$ cat config.mk
export PLATFORM = sky130hd
export DESIGN_NAME = audio_stream_ctrl
export DESIGN_NICKNAME = d
export VERILOG_FILES = /design/src/rtl/audio_stream_ctrl.sv
export SDC_FILE = /design/constraint.sdc
export NUM_CORES = 1
export LEC_CHECK = 0
export ABC_AREA = 1
export BUFFER_PORTS_ARGS = -buffer_cell sky130_fd_sc_hd__buf_2
export CORE_MARGIN = 2
export CORE_UTILIZATION = 30
export CTS_BUF_LIST = sky130_fd_sc_hd__clkbuf_8
export DETAILED_ROUTE_END_ITERATION = 8
export RECOVER_POWER = 50
export SYNTH_ARGS = -nofsm -noshare
export SYNTH_HDL_FRONTEND = slang
export SYNTH_SLANG_ARGS = --single-unit
$ cat constraint.sdc
create_clock -name clk -period 2.7 [get_ports clk]
set_input_delay 0.27 -clock clk [delete_from_list [all_inputs] [get_ports clk]]
set_output_delay 0.27 -clock clk [all_outputs]
set_load 0.02 [all_outputs]
$ cat src/rtl/audio_stream_ctrl.sv
// audio_stream_ctrl: serial audio playback engine fetching words over req/data_ready with a one-word prefetch buffer.
// Define AUDIO_LOOP_EN to honour the loop input (continuous replay of the start..stop range).
module audio_stream_ctrl #(
    parameter int ADDR_W    = 19,
    parameter int DATA_W    = 8,
    parameter int BIT_DIV   = 79,
    parameter int MSB_FIRST = 0
) (
    input  logic              clk,
    input  logic              clr,
    input  logic              start,
    input  logic              abort,
    input  logic [ADDR_W-1:0] start_addr,
    input  logic [ADDR_W-1:0] stop_addr,
    input  logic              loop,
    output logic              req,
    output logic [ADDR_W-1:0] addr,
    input  logic [DATA_W-1:0] mem_data,
    input  logic              data_ready,
    output logic              data,
    output logic              bit_strobe,
    output logic              busy,
    output logic              done,
    output logic              underrun,
    output logic              NC,
    output logic              gain,
    output logic              stop
);
    localparam int DW = $clog2(BIT_DIV);
    localparam int BW = $clog2(DATA_W);

    typedef enum logic [2:0] {IDLE, FETCH, PLAY, STALL, DONE} state_t;

    state_t            state;
    logic [ADDR_W-1:0] start_r, stop_r;
    logic              loop_r, more, buf_valid;
    logic [DATA_W-1:0] sh, buf_word;
    logic [DW-1:0]     div_cnt;
    logic [BW-1:0]     bit_cnt;
    logic              got, at_end, load_now, nxt_ok;
    logic [DATA_W-1:0] ld_word, sh_nxt;

    function automatic logic first_bit(input logic [DATA_W-1:0] w);
        return MSB_FIRST != 0 ? w[DATA_W-1] : w[0];
    endfunction

    assign got      = req & data_ready;
    assign at_end   = state == PLAY && div_cnt == DW'(BIT_DIV - 1) && bit_cnt == BW'(DATA_W - 1);
    // A word arriving exactly on the boundary goes straight to the shifter instead of reporting underrun
    assign load_now = (got && (state == FETCH || state == STALL)) || (at_end && (buf_valid || got));
    assign ld_word  = buf_valid ? buf_word : mem_data;
    assign sh_nxt   = MSB_FIRST != 0 ? sh << 1 : sh >> 1;
    // Compare one bit wider so stop_addr at the top of the address space never wraps
    assign nxt_ok   = ({1'b0, addr} + (ADDR_W+1)'(1)) <= {1'b0, stop_r};
    assign busy     = state == FETCH || state == PLAY || state == STALL;
    assign NC       = 1'b0;
    assign gain     = 1'b0;
    assign stop     = 1'b0;

    always_ff @(posedge clk or negedge clr) begin
        if (!clr) begin
            state      <= IDLE;
            req        <= 1'b0;
            addr       <= '0;
            data       <= 1'b0;
            bit_strobe <= 1'b0;
            done       <= 1'b0;
            underrun   <= 1'b0;
            buf_valid  <= 1'b0;
            more       <= 1'b0;
            start_r    <= '0;
            stop_r     <= '0;
            loop_r     <= 1'b0;
            sh         <= '0;
            buf_word   <= '0;
            div_cnt    <= '0;
            bit_cnt    <= '0;
        end else if (abort) begin
            state      <= IDLE;
            req        <= 1'b0;
            data       <= 1'b0;
            bit_strobe <= 1'b0;
            buf_valid  <= 1'b0;
            done       <= 1'b0;
        end else begin
            bit_strobe <= 1'b0;
            if (got) begin
                req  <= 1'b0;
                more <= nxt_ok | loop_r;
                addr <= nxt_ok ? addr + ADDR_W'(1) : (loop_r ? start_r : addr);
            end else if ((state == PLAY || state == STALL) && more && !buf_valid) begin
                req <= 1'b1;
            end
            if (state == PLAY && got && !at_end) begin
                buf_word  <= mem_data;
                buf_valid <= 1'b1;
            end
            if (load_now) begin
                sh         <= ld_word;
                data       <= first_bit(ld_word);
                bit_strobe <= 1'b1;
                div_cnt    <= '0;
                bit_cnt    <= '0;
                buf_valid  <= 1'b0;
                state      <= PLAY;
            end else begin
                case (state)
                    IDLE, DONE: if (start) begin
                        start_r  <= start_addr;
                        stop_r   <= stop_addr;
`ifdef AUDIO_LOOP_EN
                        loop_r   <= loop;
`else
                        loop_r   <= loop & 1'b0;
`endif
                        done     <= start_addr > stop_addr;
                        underrun <= 1'b0;
                        if (start_addr > stop_addr) begin
                            state <= DONE;
                        end else begin
                            state <= FETCH;
                            req   <= 1'b1;
                            addr  <= start_addr;
                            more  <= 1'b1;
                        end
                    end
                    PLAY: if (div_cnt != DW'(BIT_DIV - 1)) begin
                        div_cnt <= div_cnt + DW'(1);
                    end else if (bit_cnt != BW'(DATA_W - 1)) begin
                        div_cnt    <= '0;
                        bit_cnt    <= bit_cnt + BW'(1);
                        sh         <= sh_nxt;
                        data       <= first_bit(sh_nxt);
                        bit_strobe <= 1'b1;
                    end else if (more) begin
                        underrun <= 1'b1;
                        state    <= STALL;
                    end else begin
                        state <= DONE;
                        done  <= 1'b1;
                        data  <= 1'b0;
                    end
                    default: ;
                endcase
            end
        end
    end
endmodule

# ---- After elaboration in Yosys (flattened, before gate mapping)
# Index checks and enable logic that the tools add are counted.
dict set report word_totals {
  regBits 74
  latch_bits 0
  mem_bits_rw 0
  rom_bits 0
  in_bits 52
  out_inout_bits 28
  elab_cells 145
  mem_count 0
}
dict set report classes {
  n_addsub 4
  multipliers 0
  div_mod_pow 0
  magnitude_cmp 2
  n_eq_ne 23
  n_shift 0
  mux 65
  bitwise_logic 3
  n_reduce_logical 34
}
# op count
set op_table {}
lappend op_table {{$mux 19} 6}
lappend op_table {{$mux 8} 5}
lappend op_table {{$mux 1} 36}
lappend op_table {{$mux 3} 11}
lappend op_table {{$mux 7} 4}
lappend op_table {{$add 19x1->20 const B} 1}
lappend op_table {{$le 20x19->1} 1}
lappend op_table {{$add 19x1->19 const B} 1}
lappend op_table {{$gt 19x19->1} 1}
lappend op_table {{$ne 3x3->1 const B} 6}
lappend op_table {{$ne 2x2->1 const B} 6}
lappend op_table {{$ne 4x4->1 const B} 3}
lappend op_table {{$reduce_and 4->1} 3}
lappend op_table {{$reduce_bool 3->1} 4}
lappend op_table {{$logic_and 1x1->1} 8}
lappend op_table {{$add 7x1->7 const B} 1}
lappend op_table {{$eq 7x7->1 const B} 1}
lappend op_table {{$ne 7x7->1 const B} 1}
lappend op_table {{$reduce_and 7->1} 1}
lappend op_table {{$eq 3x2->1 const B} 2}
lappend op_table {{$eq 3x3->1 const B} 2}
lappend op_table {{$logic_or 1x1->1} 6}
lappend op_table {{$pmux 3 s2} 1}
lappend op_table {{$reduce_and 3->1} 2}
lappend op_table {{other kinds (13)} 18}

# ---- Depth between registers and ports, before layout
# Gate-level depths: netlist of run 1.
dict set report logic_depth {
  depth_word 11
  ltp_mapped 22
}

# ---- Worst setup path after synthesis of run 1
# No wires, ideal clock.
dict set report synth_timing {
  path_kind {register -> register}
  startpoint {reg addr[0]}
  endpoint {reg addr[8]}
  setup_time_ps 117
  arrival_ps 2703
  path_slack_ps -120
  stages_incl_launch_ff 22
  synth_period_minus_slack_ps 2820
  cell_sequence {dfrtp_1 -> ha_1 -> nand2_1 -> inv_1 -> nand2_1 -> nor3_1 -> xnor2_1 -> inv_1 -> ha_1 -> nand2_1 -> nor2_1 -> nand3_1 -> nor2_1 -> nand3_2 -> nand3_2 -> nand2_2 -> buf_6 -> buf_12 -> nand3_2 -> nand3_1 -> nand2_1 -> nand2_1}
}
dict set report synth_between {
  elab_chain_cells 8
}
# item line_no
set synth_lines {}
lappend synth_lines {{start: declaration} 17} ;# output logic [ADDR_W-1:0] addr,
lappend synth_lines {{start signal: assignment} 90} ;# addr <= nxt_ok ? addr + ADDR_W'(1) : (loop_r ? start_r : addr);
lappend synth_lines {{start signal: assignment} 123} ;# addr <= start_addr;
lappend synth_lines {{$add 19x1->20} 54} ;# assign nxt_ok = ({1'b0, addr} + (ADDR_W+1)'(1)) <= {1'b0, stop_r};
lappend synth_lines {{$le 20x19->1} 54}
lappend synth_lines {{$mux 19 *} 90}
lappend synth_lines {{$mux 19 *} 87} ;# if (got) begin
lappend synth_lines {{$mux 19} 118} ;# if (start_addr > stop_addr) begin
lappend synth_lines {{$mux 19} 108} ;# IDLE, DONE: if (start) begin
lappend synth_lines {{$mux 19} 107} ;# case (state)
lappend synth_lines {{$mux 19 *} 98} ;# if (load_now) begin
# Mark *: on every way between the ends. The rest lies on a longest branch, timed or not.
# A chain may end at the register's enable or synchronous reset.

# ---- Worst setup path after layout of run 1
dict set report layout_timing {
  startpoint {reg addr[1]}
  endpoint {reg addr[13]}
}
# The elaborated chain is that of the path after synthesis.

==> summary.md, run 1 <==
| Metric | Value |
|---|---|
| Hold Crit Start | stop_addr[13] |
| Top Ports | 80 |
| Worst Hold Path EP | stop_r[13] |
| CTS sink cnt | 73 |
| Vias in the first global route | around 4600 |
| Area growth, synth to finish | 24.0% |
| Share of layout cells above drive strength 1 | 0.232 |
| Clock latency on the worst-skew pair | between 0.3 and 0.4 ns |
| Post-synthesis sequential area ratio | 0.344 |
| Die width | roughly 140 µm |
| # Max-Cap Violations | 0 |
| GRT overflow | 0 |
| WS Path Type | flip-flop to flip-flop |
| Post-Route Utilization | 0.381 |
| Share of the synthesized area in the top cell type | 0.344 |
| Remaining antenna violation count | 0 |
| Fill cells | 1874 |
| Final cell count without fillers | 1083 |
| Crit Reg-Reg Endpoint | addr[13] |
| Arr. time, crit path | 3.07 ns |
| Num CTS Buffers | 9 |
| Dpl hpwl | about 11000 µm |
| Startpoint types | flip-flop |
| Routability cong. | 0.867 |
| Starting Density | 0.307 |
| CP max stage delay | ~0.41 ns |
| CTS H-tree depth | 3 |
| Area contributors post-synth | dfrtp_1 34%, nand2_1 15%, ha_1 10% |
| Cell Area, Synth | about 5300 µm² |
| Core Rows | 48 |
| Max Freq | between 300 and 400 MHz |
| WL met2 | approximately 6400 µm |
| CTS root buffer | clkbuf_8 |
| Highest metal used | met4 |
| Worst hold path cell count | 3 |
| Routed wl met3 | approximately 610 µm |
| Largest net degree at the start of global routing | 43 |
| Hold Fails Final Rpt | 0 |
| Post-synth EDFFs | 0 |
| Routed WL per cell | 13.2 µm |
| Dpl cells | roughly 1100 |
| Initial antenna violation count | 0 |
| Worst path required time | around 3.0 ns |
| R2R depth | 20 |
| Worst rel slew slack | 0.273 |
| Wire length of the first global-routing pass | 23400 µm |
| Worst Tran Pin Value | approximately 1.1 ns |
| Crit-path slowest cell | dfrtp_2 |
| ANT cells | 0 |
| Max clock buf depth | 2 |
| DRT iter0 DRCs | roughly 230 |
| Cells after synthesis | 736 |
| Crit-path cells | buf_4 > nand2_1 > nor2_4 > nand2_4 > nor3_4 > nand2_2 > xor2_2 > ha_1 > a21o_1 > a21oi_1 > nand2_1 > nor2_2 > nand3_2 > nand2_2 > nand2_4 > buf_4 > nand2_1 > nand3_1 > nand2_1 > nand2_1 |
| Pre-Repair DR Iteration Count | 5 |
| GRT Total Usage | 0.161 |
| Worst-path clk slew | ~0.09 ns |
| Crit Path Max Fanout | 5 |
| Ys async rst share | 1.00 |
| Synthesized area per cell | 7.23 µm² |
| LEAKAGE | roughly 0.0036 µW |
| Total power | ~4200 µW |
| Final setup violation count | 19 |
| Type of the worst min-delay path | input port to flip-flop |
| Core area | approximately 17000 µm² |
| Worst path buffer plus inverter count | 2 |
| Final WL | between 10000 and 15000 µm |
| Worst vdd ir | around 250 µV |
| Final setup margin | -0.110 ns |
| Remaining design rule violation count | 0 |
| Skew final | ~0.015 ns |
| Area of the multi-input gates | around 3000 µm² |
| Detailed-route wire length on metal 1 | between 7000 and 8000 µm |
| Yosys warns | 0 |
| Endpoint class of the critical path | flip-flop |
| Flops & latches, synth | 73 |
| R2R Path Start | addr[1] |
| TritonCTS clock tree | done |
| DR vias | ~4900 |
| FF+latch area | ~1800 µm² |
| Power Density | roughly 640 nW/µm² |
| Failing checks | negative setup slack |
| Min Tclk post-route | 2.81 ns |
| Total negative slack | -1.85 ns |
| Die ar. | 18800 µm² |
| Unrepaired setup endpoints after global routing | yes |
| Final #Nets | around 950 |
| Outcome | finished, violations left |
| Main synth FF type | dfrtp_1 |
| Final worst path period share | 1.04 |
| Die height | around 140 µm |
| Buffers added on ports | between 70 and 80 |
| Post-Place Setup Slack | -0.221 ns |
| Post-synth cell types | 41 |
| Delay-heaviest family, CP | simple AND/OR/NAND/NOR gates |
| Yosys top cell by area | dfrtp_1 |
| R2R Setup Slk | -0.11 ns |
| Fin. max-slew vios | 0 |
| CP most frequent cell | nand2_1 |
| Vias per cell | between 4 and 5 |
==> cells by family (layout without fill, tap and decap cells) <==
group	after synthesis	after routing	share of synthesized area
buffers and inverters	147	267	0.114
AO/OA/AOI/OAI	97	97	0.102
multiplexers	1	1	0.00212
adder cells (fa/ha/maj)	43	43	0.101
flip-flops	73	73	0.344
other	1	3	0.000705
AND/OR/NAND/NOR	360	360	0.313
XOR/XNOR	14	14	0.0231
==> registers in the layout, indices dropped and copies added, names as in the netlist <==
| signal | cells |
|---|---|
| addr | 19 |
| bit_cnt | 3 |
| bit_strobe | 1 |
| buf_valid | 1 |
| buf_word | 8 |
| data | 1 |
| div_cnt | 7 |
| done | 1 |
| more | 1 |
| req | 1 |
| sh | 7 |
| state | 3 |
| stop_r | 19 |
| underrun | 1 |
==> area by class of cell <==
class / count / share of cell area
inverters: 117 / 0.0666
repair buffers: 134 / 0.125
clock inverters: 7 / 0.0129
well taps: 225 / 0.0427
clock buffers: 9 / 0.0188
multi-input cells: 518 / 0.456
flip-flops and latches: 73 / 0.278
==> worst max path at each step <==
stage             from  endpoint  slack (ns)  cells past startpoint
2_1_floorplan  addr[7]   addr[8]       0.009                     19
3_3_place_gp   addr[0]  addr[10]       -0.14                     21
3_5_place_dp   addr[0]   addr[9]       -0.22                     21
4_1_cts        addr[0]  addr[14]       -0.11                     22
5_1_grt        addr[1]  addr[17]       -0.34                     20
6_report       addr[1]  addr[13]       -0.11                     20
==> cells in the final DEF (no fill, tap or decap), types with 6 or more instances in the layout <==
cell type / synthesis / layout
nor2_1: 42 / 35
nand3b_1: 20 / 20
nand3_2: 12 / 13
xor2_1: 9 / 6
buf_4: 7 / 54
nor3_1: 11 / 9
buf_2: 5 / 72
inv_1: 115 / 113
o21ai_0: 53 / 53
ha_1: 43 / 42
nand2_2: 4 / 9
clkbuf_8: 0 / 9
a21oi_1: 20 / 20
nand2_1: 212 / 206
dfrtp_1: 73 / 70
nor2_4: 3 / 6
nand3_1: 46 / 45
o211ai_1: 7 / 7
==> repair_timing <==
| item | in CTS | in global routing |
|---|---|---|
| endpoints found under the hold margin | 41 | 0 |
| setup buffers | 4 | 1 |
| setup endpoints to repair | 20 | 20 |
| hold buffers | 1 | 0 |
| gates resized for setup | 23 | 7 |
| pin swaps | 4 | 5 |
| cloned | 2 | 0 |
==> worst reg2reg max path: stages (launching register included) <==
cell     delay [ns]
dfrtp_2        0.41
buf_4          0.12
nand2_1        0.08
nor2_4         0.13
nand2_4        0.10
nor3_4         0.20
nand2_2        0.10
xor2_2         0.17
ha_1           0.30
a21o_1         0.16
a21oi_1        0.12
nand2_1        0.08
nor2_2         0.10
nand3_2        0.07
nand2_2        0.10
nand2_4        0.08
buf_4          0.18
nand2_1        0.05
nand3_1        0.06
nand2_1        0.07
nand2_1        0.04
==> stage by stage <==
step | hold slack (ns) | instance area, µm²
global route | 0.125 | 6590
CTS | 0.110 | 6570
finish | 0.126 | 6590
global placement | 0.311 | 6230
floorplan | -0.0256 | 5340
detailed placement | 0.312 | 6230
==> where the power goes <==
group / switching, µW / internal, µW
registers: 148 / 1290
clock network: 496 / 446
logic: 1110 / 748
total: 1750 / 2490
==> per-layer routing <==
| layer | up-vias | track usage |
|---|---|---|
| li1 | 2572 | - |
| met1 | 2226 | 0.228 |
| met2 | 102 | 0.249 |
| met4 | 0 | 0.0458 |
| met3 | 17 | 0.0285 |
| met5 | - | 0 |
==> cell usage after synthesis, types with 2 or more instances <==
library cell	n
nand3b_1	20
nor2_1	42
a22oi_1	2
nand3_1	46
nand2_1	212
inv_1	115
o211ai_1	7
nand4_1	5
buf_4	7
xor2_1	9
xnor2_1	5
a21oi_1	20
ha_1	43
inv_2	2
o21a_1	3
nand2_2	4
a31oi_1	4
clkbuf_1	14
nand3_2	12
dfrtp_1	73
buf_1	2
o22ai_1	2
o21ai_0	53
buf_2	5
nor2_4	3
nor3_1	11
Note: power is estimated with default switching activity, not from simulation.
==> run 2, diff against run 1 <==
clock period = 3.55 ns   (was 2.7 ns; I/O delays follow)
==> run 2 against run 1 <==
  * The run ends with max-capacitance violations, max-slew violations left
  * Design area fell by 8.3%
  * Clock power down 29%
  * Total power shrank 31%
  * First-iteration DRC count shrank 29%
  * Sequential cell count is the same
  * Global-route usage is 1.0 points lower
  * Clock skew grew 0.0014 ns
  * Non-clock buffer count fell by 52
  * Via count shrank 5.0%
  * Critical path type unchanged
  * Largest power group is now sequential cells
==> summary.md, run 2 (synthesis results as in run 1) <==
| Metric | Value |
|---|---|
| Outcome | finished, violations left |
| Worst vdd ir | 201 µV (-20%) |
| Crit-path slowest cell | dfrtp_1 |
| Most common cell after layout, fill and taps aside | nand2_1 |
| Skew final | 0.0163 ns (+0.00138 ns) |
| Top Registers | addr (19), stop_r (19), buf_word (8) |
| GRT overflow | 0 (unchanged) |
| Fill cells | 1860 (-0.75%) |
| Crit Reg-Reg Endpoint | addr[18] |
| Max Freq | 308 MHz (-13%) |
| Core area | 17300 µm² (unchanged) |
| P_int | 1700 µW (-31%) |
| Final setup violation count | 0 (-19) |
| Die height | 137 µm (unchanged) |
| Final setup margin | 0.303 ns (+0.413 ns) |
| Clock network fraction of total power | 0.227 (+0.005) |
| Worst Tran Pin Value | 1.89 ns (+0.794 ns) |
| Most frequent cells in the layout | 212 x nand2_1, 116 x inv_1, 73 x dfrtp_1, 64 x buf_2, 53 x o21ai_0 |
| Max clock buf depth | 2 (unchanged) |
| Worst-path clk slew | 0.08 ns (about the same) |
| Failing checks | max-capacitance violations, max-slew violations |
| Share of layout cells above drive strength 1 | 0.140 (-0.0917) |
| Largest net degree at the start of global routing | 74 (+72%) |
| Type of the worst min-delay path | input port to flip-flop |
| CTS root buffer | clkbuf_8 |
| Dpl cells | 1015 (-4.2%) |
| Sw frac | 0.419 (+0.00616) |
| Final WL | 13300 µm (-6.7%) |
| ANT cells | 0 (unchanged) |
| R2R Path Start | addr[0] |
| Top Ports | 80 (unchanged) |
| Worst path required time | 3.85 ns (+0.89 ns) |
| Total negative slack | 0 ns (+1.85 ns) |
| Dpl hpwl | 10300 µm (-6.4%) |
| R2R depth | 18 (-10%) |
| # Max-Cap Violations | 1 (+1) |
| R2R Setup Slk | 0.30 ns (+0.41 ns) |
| Num CTS Buffers | 9 (unchanged) |
| Final #Nets | 896 (-5.5%) |
| GRT Total Usage | 0.150 (-0.0103) |
| Clock latency on the worst-skew pair | 0.37 ns (about the same) |
| Worst Setup SP | addr[0] |
| Unrepaired setup endpoints after global routing | no |
| Fin. max-slew vios | 74 (+74) |
| CP most frequent cell | nand2_1 |
| Final worst path period share | 0.915 (-0.126) |
| Starting Density | 0.307 (unchanged) |
| LEAKAGE | 0.00328 µW (-9.0%) |
| DR vias | 4670 (-5.0%) |
| CTS sink cnt | 73 (unchanged) |
| Power Density | 485 nW/µm² (-24%) |
| DRT iter0 DRCs | 164 (-29%) |
| Core Rows | 48 (unchanged) |
| Initial antenna violation count | 0 (unchanged) |
| Crit-path cells | inv_1 > nor2_4 > nand2_4 > nor3_1 > nand2_1 > xor2_1 > ha_1 > a21o_1 > a21oi_1 > nand2_1 > nor2_1 > nand3_2 > nand2_2 > buf_4 > nand3_1 > nand3_1 > nand2_1 > nand2_1 |
| Vias in the first global route | 4369 (-4.9%) |
| Vias per cell | 4.53 (-0.23%) |
| CTS H-tree depth | 3 (unchanged) |
| Post-CTS Setup Repair Bufs | 0 (-4) |
| Arr. time, crit path | 3.55 ns (+0.48 ns) |
| Final cell count without fillers | 1031 (-4.8%) |
| Startpoint types | flip-flop |
| Crit Path Max Fanout | 19 (+14) |
| P_sw | 1230 µW (-30%) |
| CTS hold repair buffers | 0 (-1) |
| Cts repair resizes | 0 (-100%) |
| Combinational share of power | 0.384 (-0.053) |
| Die width | 137 µm (unchanged) |
| Wire length of the first global-routing pass | 22000 µm (-6.0%) |
| Routed WL per cell | 12.9 µm (-2.0%) |
| Area growth, synth to finish | 13.7% |
| Die ar. | 18800 µm² (unchanged) |
| Post-Place Setup Slack | 0.367 ns (+0.588 ns) |
| TritonCTS clock tree | done |
| Routability cong. | 0.847 (-2.2%) |
| Min Tclk post-route | 3.25 ns (+0.437 ns) |
| Pre-Repair DR Iteration Count | 4 (-1) |
| CP max stage delay | 0.49 ns (+0.08 ns) |
| Worst rel slew slack | -0.257 (-0.529) |
| Buffers added on ports | 75 (unchanged) |
| WS Path Type | flip-flop to flip-flop |
| Worst setup path endpoint | addr[18] |
| Sequential share of power | 0.389 (+0.049) |
| Remaining design rule violation count | 0 (unchanged) |
| Hold Fails Final Rpt | 0 (unchanged) |
| Remaining antenna violation count | 0 (unchanged) |
| Endpoint class of the critical path | flip-flop |
==> run 2: cell count changes in the layout (fill, tap and decap cells not counted), sizes merged <==
cell,change
buf,-59
clkbuf,+8
clkinv,+2
dlygate4sd3,-1
inv,-2
==> run 2: power by group through the flow <==
stage	registers (µW)	logic, µW	clock network [µW]
floorplan	1190	804	0
global placement	1150	1120	0
detailed placement	1160	1130	0
CTS	1140	1140	686
global route	1170	1310	710
finish	1140	1130	667
==> run 2: metrics by stage <==
step | power, µW | util | hold WS (ns) | area, µm²
4_1_cts | 2970 | 0.351 | 0.169 | 6070
3_3_place_gp | 2270 | 0.339 | 0.468 | 5870
5_1_grt | 3190 | 0.349 | 0.226 | 6040
6_report | 2930 | 0.349 | 0.222 | 6040
3_5_place_dp | 2290 | 0.339 | 0.473 | 5870
2_1_floorplan | 1990 | - | 0.0594 | 5330
==> run 2: worst min-delay path by stage <==
stage               slack (ns)  cells past startpoint     endpoint          start
floorplan                 0.06                      0      addr[0]            clr
global placement          0.47                      2  buf_word[7]    buf_word[7]
detailed placement        0.47                      2   bit_cnt[1]     bit_cnt[1]
CTS                       0.17                      1         data            clr
global route              0.23                      3    stop_r[3]   stop_addr[3]
finish                    0.22                      3   stop_r[10]  stop_addr[10]
==> run 2: worst max-delay path, delay by kind of cell, from the launching register on <==
family / cells / cell delay, ns
AO/OA/AOI/OAI: 2 / 0.29
XOR/XNOR: 1 / 0.27
adder cells (fa/ha/maj): 1 / 0.30
buffers and inverters: 2 / 0.40
flip-flops: 1 / 0.49
AND/OR/NAND/NOR: 12 / 1.41
==> run 2: area by class of cell <==
type / instances / area, µm² / share of cell area
Clock inverter: 7 / 71.3 / 0.0118
Multi-Input combinational cell: 518 / 2890 / 0.478
Clock buffer: 9 / 124 / 0.0205
Tap cell: 225 / 282 / 0.0466
Timing Repair Buffer: 82 / 412 / 0.0681
Sequential cell: 73 / 1830 / 0.302
Inverter: 117 / 439 / 0.0727
==> run 2: layer usage <==
| layer | vias up | track usage | part of all wire |
|---|---|---|---|
| met5 | - | 0 | 0 |
| met4 | 0 | 0.0430 | 0.013 |
| met3 | 15 | 0.0200 | 0.026 |
| li1 | 2464 | - | - |
| met2 | 72 | 0.229 | 0.44 |
| met1 | 2119 | 0.221 | 0.53 |
